**src/rtl/hazard_ctrl_unit.sv**
```systemverilog
// hazard_ctrl_unit
//
// Hazard controller for the 5-stage pipeline. It combines:
//   - EX-stage operand forwarding for N_SRC source operands (MEM wins over WB),
//   - load-use stall insertion lasting LU_STALL cycles,
//   - flushing of the younger stages when a taken branch or jump resolves in MEM,
//   - a full pipeline freeze while the data memory is busy,
//   - saturating counters for stall, flush and memory-wait cycles.
//
// Ports:
//   clk, arst             clock, asynchronous active-high reset
//   enable                global run enable; when low the pipeline is frozen
//   src_ID, src_used_ID   ID-stage source addresses and "operand is read" flags
//   src_EX                EX-stage source addresses (forwarding compare)
//   waddr_EX, mem_read_EX EX destination and "EX is a load"
//   waddr_MEM, reg_write_MEM, waddr_WB, reg_write_WB
//                         destinations and write flags of MEM and WB
//   redirect_MEM          taken branch/jump resolved in MEM
//   mem_busy              data memory not ready
//   fwd_sel               per source, 2 bits: 00 regfile, 01 MEM alu_out, 10 WB wdata
//   pc_en, *_en           PC and pipeline-register enables
//   *_flush               load a bubble into the register on the next edge
//   stall_cnt, flush_cnt, wait_cnt  saturating event counters
module hazard_ctrl_unit #(
    parameter int REG_ADDR_W = 5,
    parameter int N_SRC      = 2,
    parameter int LU_STALL   = 1,
    parameter int CNT_W      = 16
) (
    input  logic                          clk,
    input  logic                          arst,
    input  logic                          enable,
    input  logic [N_SRC*REG_ADDR_W-1:0]   src_ID,
    input  logic [N_SRC-1:0]              src_used_ID,
    input  logic [N_SRC*REG_ADDR_W-1:0]   src_EX,
    input  logic [REG_ADDR_W-1:0]         waddr_EX,
    input  logic                          mem_read_EX,
    input  logic [REG_ADDR_W-1:0]         waddr_MEM,
    input  logic                          reg_write_MEM,
    input  logic [REG_ADDR_W-1:0]         waddr_WB,
    input  logic                          reg_write_WB,
    input  logic                          redirect_MEM,
    input  logic                          mem_busy,
    output logic [2*N_SRC-1:0]            fwd_sel,
    output logic                          pc_en,
    output logic                          if_id_en,
    output logic                          id_ex_en,
    output logic                          ex_mem_en,
    output logic                          mem_wb_en,
    output logic                          if_id_flush,
    output logic                          id_ex_flush,
    output logic                          ex_mem_flush,
    output logic [CNT_W-1:0]              stall_cnt,
    output logic [CNT_W-1:0]              flush_cnt,
    output logic [CNT_W-1:0]              wait_cnt
);

    typedef enum logic {
        RUN    = 1'b0,
        LSTALL = 1'b1
    } state_t;

    // Remaining stall cycles loaded when a multi-cycle load-use stall starts;
    // the first stall cycle is spent in RUN, so only LU_STALL-1 remain.
    localparam logic [3:0] LU_REM = 4'(LU_STALL - 1);

    state_t     state;
    state_t     state_next;
    logic [3:0] rem;
    logic [3:0] rem_next;
    logic       lu;
    logic       stall_now;
    logic       stall_ev;
    logic       flush_ev;
    logic       wait_ev;

    // Forwarding select; held at zero during reset so nothing downstream
    // picks a bypass path from uninitialised pipeline registers.
    always_comb begin
        fwd_sel = '0;
        if (!arst) begin
            for (int i = 0; i < N_SRC; i++) begin
                if (reg_write_MEM && (waddr_MEM != '0) &&
                    (waddr_MEM == src_EX[i*REG_ADDR_W +: REG_ADDR_W])) begin
                    fwd_sel[2*i +: 2] = 2'b01;
                end else if (reg_write_WB && (waddr_WB != '0) &&
                             (waddr_WB == src_EX[i*REG_ADDR_W +: REG_ADDR_W])) begin
                    fwd_sel[2*i +: 2] = 2'b10;
                end
            end
        end
    end

    // Load-use: the load in EX produces its value too late for an ID
    // instruction that actually reads the same register. $0 never hazards.
    always_comb begin
        lu = 1'b0;
        if (mem_read_EX && (waddr_EX != '0)) begin
            for (int i = 0; i < N_SRC; i++) begin
                if (src_used_ID[i] &&
                    (src_ID[i*REG_ADDR_W +: REG_ADDR_W] == waddr_EX)) begin
                    lu = 1'b1;
                end
            end
        end
    end

    assign stall_now = (state == LSTALL) || lu;

    // State register and saturating counters.
    always_ff @(posedge clk or posedge arst) begin
        if (arst) begin
            state     <= RUN;
            rem       <= '0;
            stall_cnt <= '0;
            flush_cnt <= '0;
            wait_cnt  <= '0;
        end else begin
            state <= state_next;
            rem   <= rem_next;
            if (stall_ev && (stall_cnt != '1)) begin
                stall_cnt <= stall_cnt + CNT_W'(1);
            end
            if (flush_ev && (flush_cnt != '1)) begin
                flush_cnt <= flush_cnt + CNT_W'(1);
            end
            if (wait_ev && (wait_cnt != '1)) begin
                wait_cnt <= wait_cnt + CNT_W'(1);
            end
        end
    end

    // Next-state and event decode, in priority order:
    // enable low > mem_busy > redirect > load-use / LSTALL > normal.
    // A redirect squashes the stalled instruction, so a pending stall is dropped.
    always_comb begin
        state_next = state;
        rem_next   = rem;
        stall_ev   = 1'b0;
        flush_ev   = 1'b0;
        wait_ev    = 1'b0;
        if (!enable) begin
            state_next = state;
        end else if (mem_busy) begin
            wait_ev = 1'b1;
        end else if (redirect_MEM) begin
            flush_ev   = 1'b1;
            state_next = RUN;
            rem_next   = '0;
        end else if (state == LSTALL) begin
            stall_ev = 1'b1;
            rem_next = rem - 4'd1;
            if (rem_next == 4'd0) begin
                state_next = RUN;
            end
        end else if (lu) begin
            stall_ev = 1'b1;
            if (LU_STALL > 1) begin
                state_next = LSTALL;
                rem_next   = LU_REM;
            end
        end
    end

    // Enables and flushes follow the same priority. A stall holds PC and
    // IF/ID and bubbles ID/EX so the load can advance to MEM.
    always_comb begin
        pc_en        = 1'b0;
        if_id_en     = 1'b0;
        id_ex_en     = 1'b0;
        ex_mem_en    = 1'b0;
        mem_wb_en    = 1'b0;
        if_id_flush  = 1'b0;
        id_ex_flush  = 1'b0;
        ex_mem_flush = 1'b0;
        if (!arst && enable && !mem_busy) begin
            id_ex_en  = 1'b1;
            ex_mem_en = 1'b1;
            mem_wb_en = 1'b1;
            if (redirect_MEM) begin
                pc_en        = 1'b1;
                if_id_en     = 1'b1;
                if_id_flush  = 1'b1;
                id_ex_flush  = 1'b1;
                ex_mem_flush = 1'b1;
            end else if (stall_now) begin
                id_ex_flush = 1'b1;
            end else begin
                pc_en    = 1'b1;
                if_id_en = 1'b1;
            end
        end
    end

endmodule

```
**config.mk**
```make
export PLATFORM = sky130hd
export DESIGN_NAME = hazard_ctrl_unit
export DESIGN_NICKNAME = d
export VERILOG_FILES = /design/src/rtl/hazard_ctrl_unit.sv
export SDC_FILE = /design/constraint.sdc
export NUM_CORES = 1
export LEC_CHECK = 0
export ABC_AREA = 0
export CAP_MARGIN = 20
export CORE_UTILIZATION = 35
export CTS_CLUSTER_DIAMETER = 150
export DETAILED_ROUTE_END_ITERATION = 16
export SETUP_SLACK_MARGIN = 0.02
export SYNTH_ARGS = -nofsm -noshare
export SYNTH_HDL_FRONTEND = slang
export SYNTH_SLANG_ARGS = --single-unit
```
**constraint.sdc**
```tcl
create_clock -name clk -period 6.1 [get_ports clk]
set_clock_uncertainty 0.15 [all_clocks]
set_input_delay 0.915 -clock clk [delete_from_list [all_inputs] [get_ports clk]]
set_output_delay 0.915 -clock clk [all_outputs]
set_load 0.02 [all_outputs]
```
==> key figures <==
GRT
  • Maximum number of pins on one net before global-route repair: 54
  • Final global-route overflow total: 0
  • Vias in the first global route: 2501
  • Total GRT Usage: 16.7%
  • Number of antenna violations at the first check in global routing: 0
  • Wire length of the first global-routing pass: 11600 µm

Placement
  • Routability congestion estimate from global placement: 0.807
  • Placed wire-length estimate after detailed placement: 5360 µm
  • Placement-stage worst setup slack: 1.67 ns
  • Number of port buffers: 104

CTS
  • Clock Latency Late Sink: 0.30 ns
  • CTS sink cnt: 53
  • Post-CTS setup buffer count: 0
  • Number of buffers created by CTS: 5
  • Clock-pin slew on the worst setup and hold paths: 0.10 ns
  • Maximum number of buffers from clock root to sink: 2
  • TritonCTS clock tree: done
  • CTS root buf: sky130_fd_sc_hd__clkbuf_8
  • Number of resized instances in the post-cts repair step: 0
  • Post-cts hold buffer count: 0
  • Depth of the CTS H-tree: 2

Logic synthesis
  • Synthesized instance count: 304
  • Total of warnings raised by yosys: 0
  • Main combinational cell family by area after synthesis: simple AND/OR/NAND/NOR gates
  • Simple-Gate Fraction of Synth Area: 21.5%
  • Post-Syn Area: 2980 µm²
  • Xor-xnor portion of the synthesized cell area: 21.2%
  • Fraction of synthesis flops using an asynchronous set or reset pin: 100%
  • Share of synthesized area occupied by flip-flops and latches: 44.6%
  • Flip-flop and latch count after synthesis: 53
  • Number of distinct library cell variants in the gate-level netlist after synthesis: 40
  • Mux contribution to synthesized area: 1.51%
  • Post-synthesis area per instance: 9.79 µm²
  • Main synth FF type: sky130_fd_sc_hd__dfrtp_1
  • EDFF count, synth: 0
  • Adder-cell share of the synthesized area: 2.10%
  • Post-synthesis net count: 354
  • Synth Area in Compound Gates: 6.01%

Outcome
  • Run status: completed

Power and ir drop
  • Overall power of the completed layout: 1.06 mW
  • Total leakage power: 1.69 nW
  • Pwr Density: 249 nW/µm²
  • Worst vdd ir: 0.000149 V

Setup path
  • Buffers & Inverters on Critical Path: 2
  • Worst setup path end: fwd_sel[1]
  • Start of the worst register-to-register path: stall_cnt[0]$_DFFE_PP0P_
  • Delay-heaviest family, CP: buffers and inverters
  • Type of destination of the critical path: output pin
  • Arr. time, crit path: 3.37 ns
  • Type of origin of the critical path: primary input
  • Setup slack on the worst flop-to-flop path: 3.81 ns
  • Slowest CP cell: sky130_fd_sc_hd__clkdlybuf4s50_1
  • CP Depth: 6
  • Critical Path, Cell by Cell: clkdlybuf4s50_1, or4_1, o21ai_0, nor3_1, nor4_1, clkdlybuf4s50_1
  • Req. time, crit path: 5.03 ns
  • Cell depth of the worst flop-to-flop path: 6
  • Max Fanout on Critical Path: 4
  • Most frequent CP cell: sky130_fd_sc_hd__clkdlybuf4s50_1
  • Worst reg2reg path endpoint: stall_cnt[1]$_DFFE_PP0P_
  • Launch point of the worst path: waddr_MEM[1]
  • Maximum single-stage delay on the critical path: 0.67 ns
  • Crit path kind: in -> out

Layout
  • Commonest non-fill, non-tap cell in the layout: sky130_fd_sc_hd__clkdlybuf4s50_1
  • Filler instances: 789
  • Area growth, synth to finish: 42.5%
  • Fraction of final layout cells with drive strength greater than 1: 4.88%
  • Number of nets in the final layout: 459
  • Inserted Diodes: 0
  • Commonest non-fill, non-tap cells in the layout: 104 x sky130_fd_sc_hd__clkdlybuf4s50_1, 53 x sky130_fd_sc_hd__dfrtp_1, 50 x sky130_fd_sc_hd__xnor2_1, 30 x sky130_fd_sc_hd__nand2_1, 22 x sky130_fd_sc_hd__xor2_1

STA
  • Hold Vio Cnt, Final: 0
  • Final Setup Violations: 0
  • Minimum period implied by the final worst setup slack: 4.43 ns
  • Unrepaired setup endpoints after global routing: no
  • Final count of pins violating max slew: 0
  • Fin crit share: 72.7%
  • Worst setup margin: 1.67 ns
  • Final setup TNS: 0 ns
  • Highest clock rate: 226 MHz
  • Slew HR: 54.7%
  • Slew at the pin closest to its max-slew limit: 0.680 ns

Flow run
  • Max-cap viol count: 0

Die
  • I/O pin count: 105
  • Die area: 8870 µm²
  • Die X-Extent: 94.2 µm
  • Vertical die dimension: 94.2 µm
  • Starting density of the core: 36.2%
  • Core Region: 8220 µm²
  • Standard-cell row count: 33

Routing
  • Average wire per cell in the routed design: 13.4 µm
  • Total detailed-routing wirelength: 6910 µm
  • Remaining DRCs: 0
  • Starting DRT DRC Count: 97
  • Detailed-route vias per instance: 4.93
  • Via count of the routed design: 2540
  • Initial DRT Pass Iterations: 4
  • Count of antenna-violating nets left after detailed routing: 0

Worst hold path
  • Min-delay worst type: reg -> reg
worst min path at each step:
stage	depth (start not counted)	slack, ns	from	end
4_1_cts	1	0.35	stall_cnt[9]$_DFFE_PP0P_	stall_cnt[9]$_DFFE_PP0P_
6_report	1	0.35	stall_cnt[9]$_DFFE_PP0P_	stall_cnt[9]$_DFFE_PP0P_
5_1_grt	1	0.38	flush_cnt[9]$_DFFE_PP0P_	flush_cnt[9]$_DFFE_PP0P_
2_1_floorplan	2	0.32	rem[1]$_DFFE_PP0P_	rem[1]$_DFFE_PP0P_
3_5_place_dp	1	0.33	flush_cnt[9]$_DFFE_PP0P_	flush_cnt[9]$_DFFE_PP0P_
3_3_place_gp	1	0.33	wait_cnt[7]$_DFFE_PP0P_	wait_cnt[7]$_DFFE_PP0P_
cell usage after synthesis (2+ instances only):
cell type	n	share of area, %
sky130_fd_sc_hd__dfrtp_1	53	45
sky130_fd_sc_hd__xnor2_1	50	15
sky130_fd_sc_hd__nand2_1	30	3.8
sky130_fd_sc_hd__xor2_1	22	6.5
sky130_fd_sc_hd__nand3_1	19	3.2
sky130_fd_sc_hd__nor2_1	19	2.4
sky130_fd_sc_hd__nor3_1	15	2.5
sky130_fd_sc_hd__nand4_1	13	2.7
sky130_fd_sc_hd__inv_1	11	1.4
sky130_fd_sc_hd__o21ai_0	8	1.3
sky130_fd_sc_hd__a21oi_1	6	1.0
sky130_fd_sc_hd__and3_1	5	1.1
sky130_fd_sc_hd__ha_1	5	2.1
sky130_fd_sc_hd__a31oi_1	4	0.84
sky130_fd_sc_hd__and2_1	4	0.84
sky130_fd_sc_hd__buf_4	4	1.0
sky130_fd_sc_hd__mux2_2	4	1.5
sky130_fd_sc_hd__nor4_1	4	0.84
sky130_fd_sc_hd__or4_1	4	1.0
sky130_fd_sc_hd__and4_1	2	0.59
sky130_fd_sc_hd__nand2b_1	2	0.42
sky130_fd_sc_hd__o21a_1	2	0.50
state kept, by name (all words and copies together), names as in the netlist:
signal,flops
state,1
flush_cnt,16
rem,4
stall_cnt,16
wait_cnt,16
per-stage QoR:
stage | hold slack, ns | util (%) | cell area, µm² | std cells
after floorplan | 0.316 | - | 2980 | 304
after global placement | 0.325 | 50.0 | 4110 | 507
after detailed placement | 0.334 | 50.0 | 4110 | 507
after CTS | 0.350 | 51.6 | 4240 | 515
after global routing | 0.377 | 51.6 | 4240 | 515
final | 0.347 | 51.6 | 4240 | 515
layout make-up:
type	instances	area (µm²)	area share, %
clock buffers	5	68.8	1.62
clock inverters	3	65.1	1.53
inverters	11	41.3	0.974
multi-input cells	233	1560	36.7
flip-flops and latches	53	1330	31.3
well taps	105	131	3.10
repair buffers	105	1050	24.7
per-layer routing:
metal	track usage, %	share of wire [%]	vias to the layer above
met3	5.42	9.2	7
li1	-	-	1261
met5	0	0	-
met4	5.00	1.1	0
met2	26.8	44	83
met1	21.4	46	1189
where the power goes:
group	internal (mW)	switching (mW)	leakage, nW
clock	0.163	0.115	0.0681
combinational	0.162	0.160	0.923
sequential	0.398	0.0585	0.694
cells by family after synthesis:
| family | after synthesis |
|---|---|
| muxes | 4 |
| and+or+nand+nor | 125 |
| AOI/OAI and AO/OA | 27 |
| xor gates and xnor gates | 72 |
| adders and majority gates | 5 |
| buffers and inverters | 18 |
| DFF | 53 |
Power figures use the tool's default switching activity.
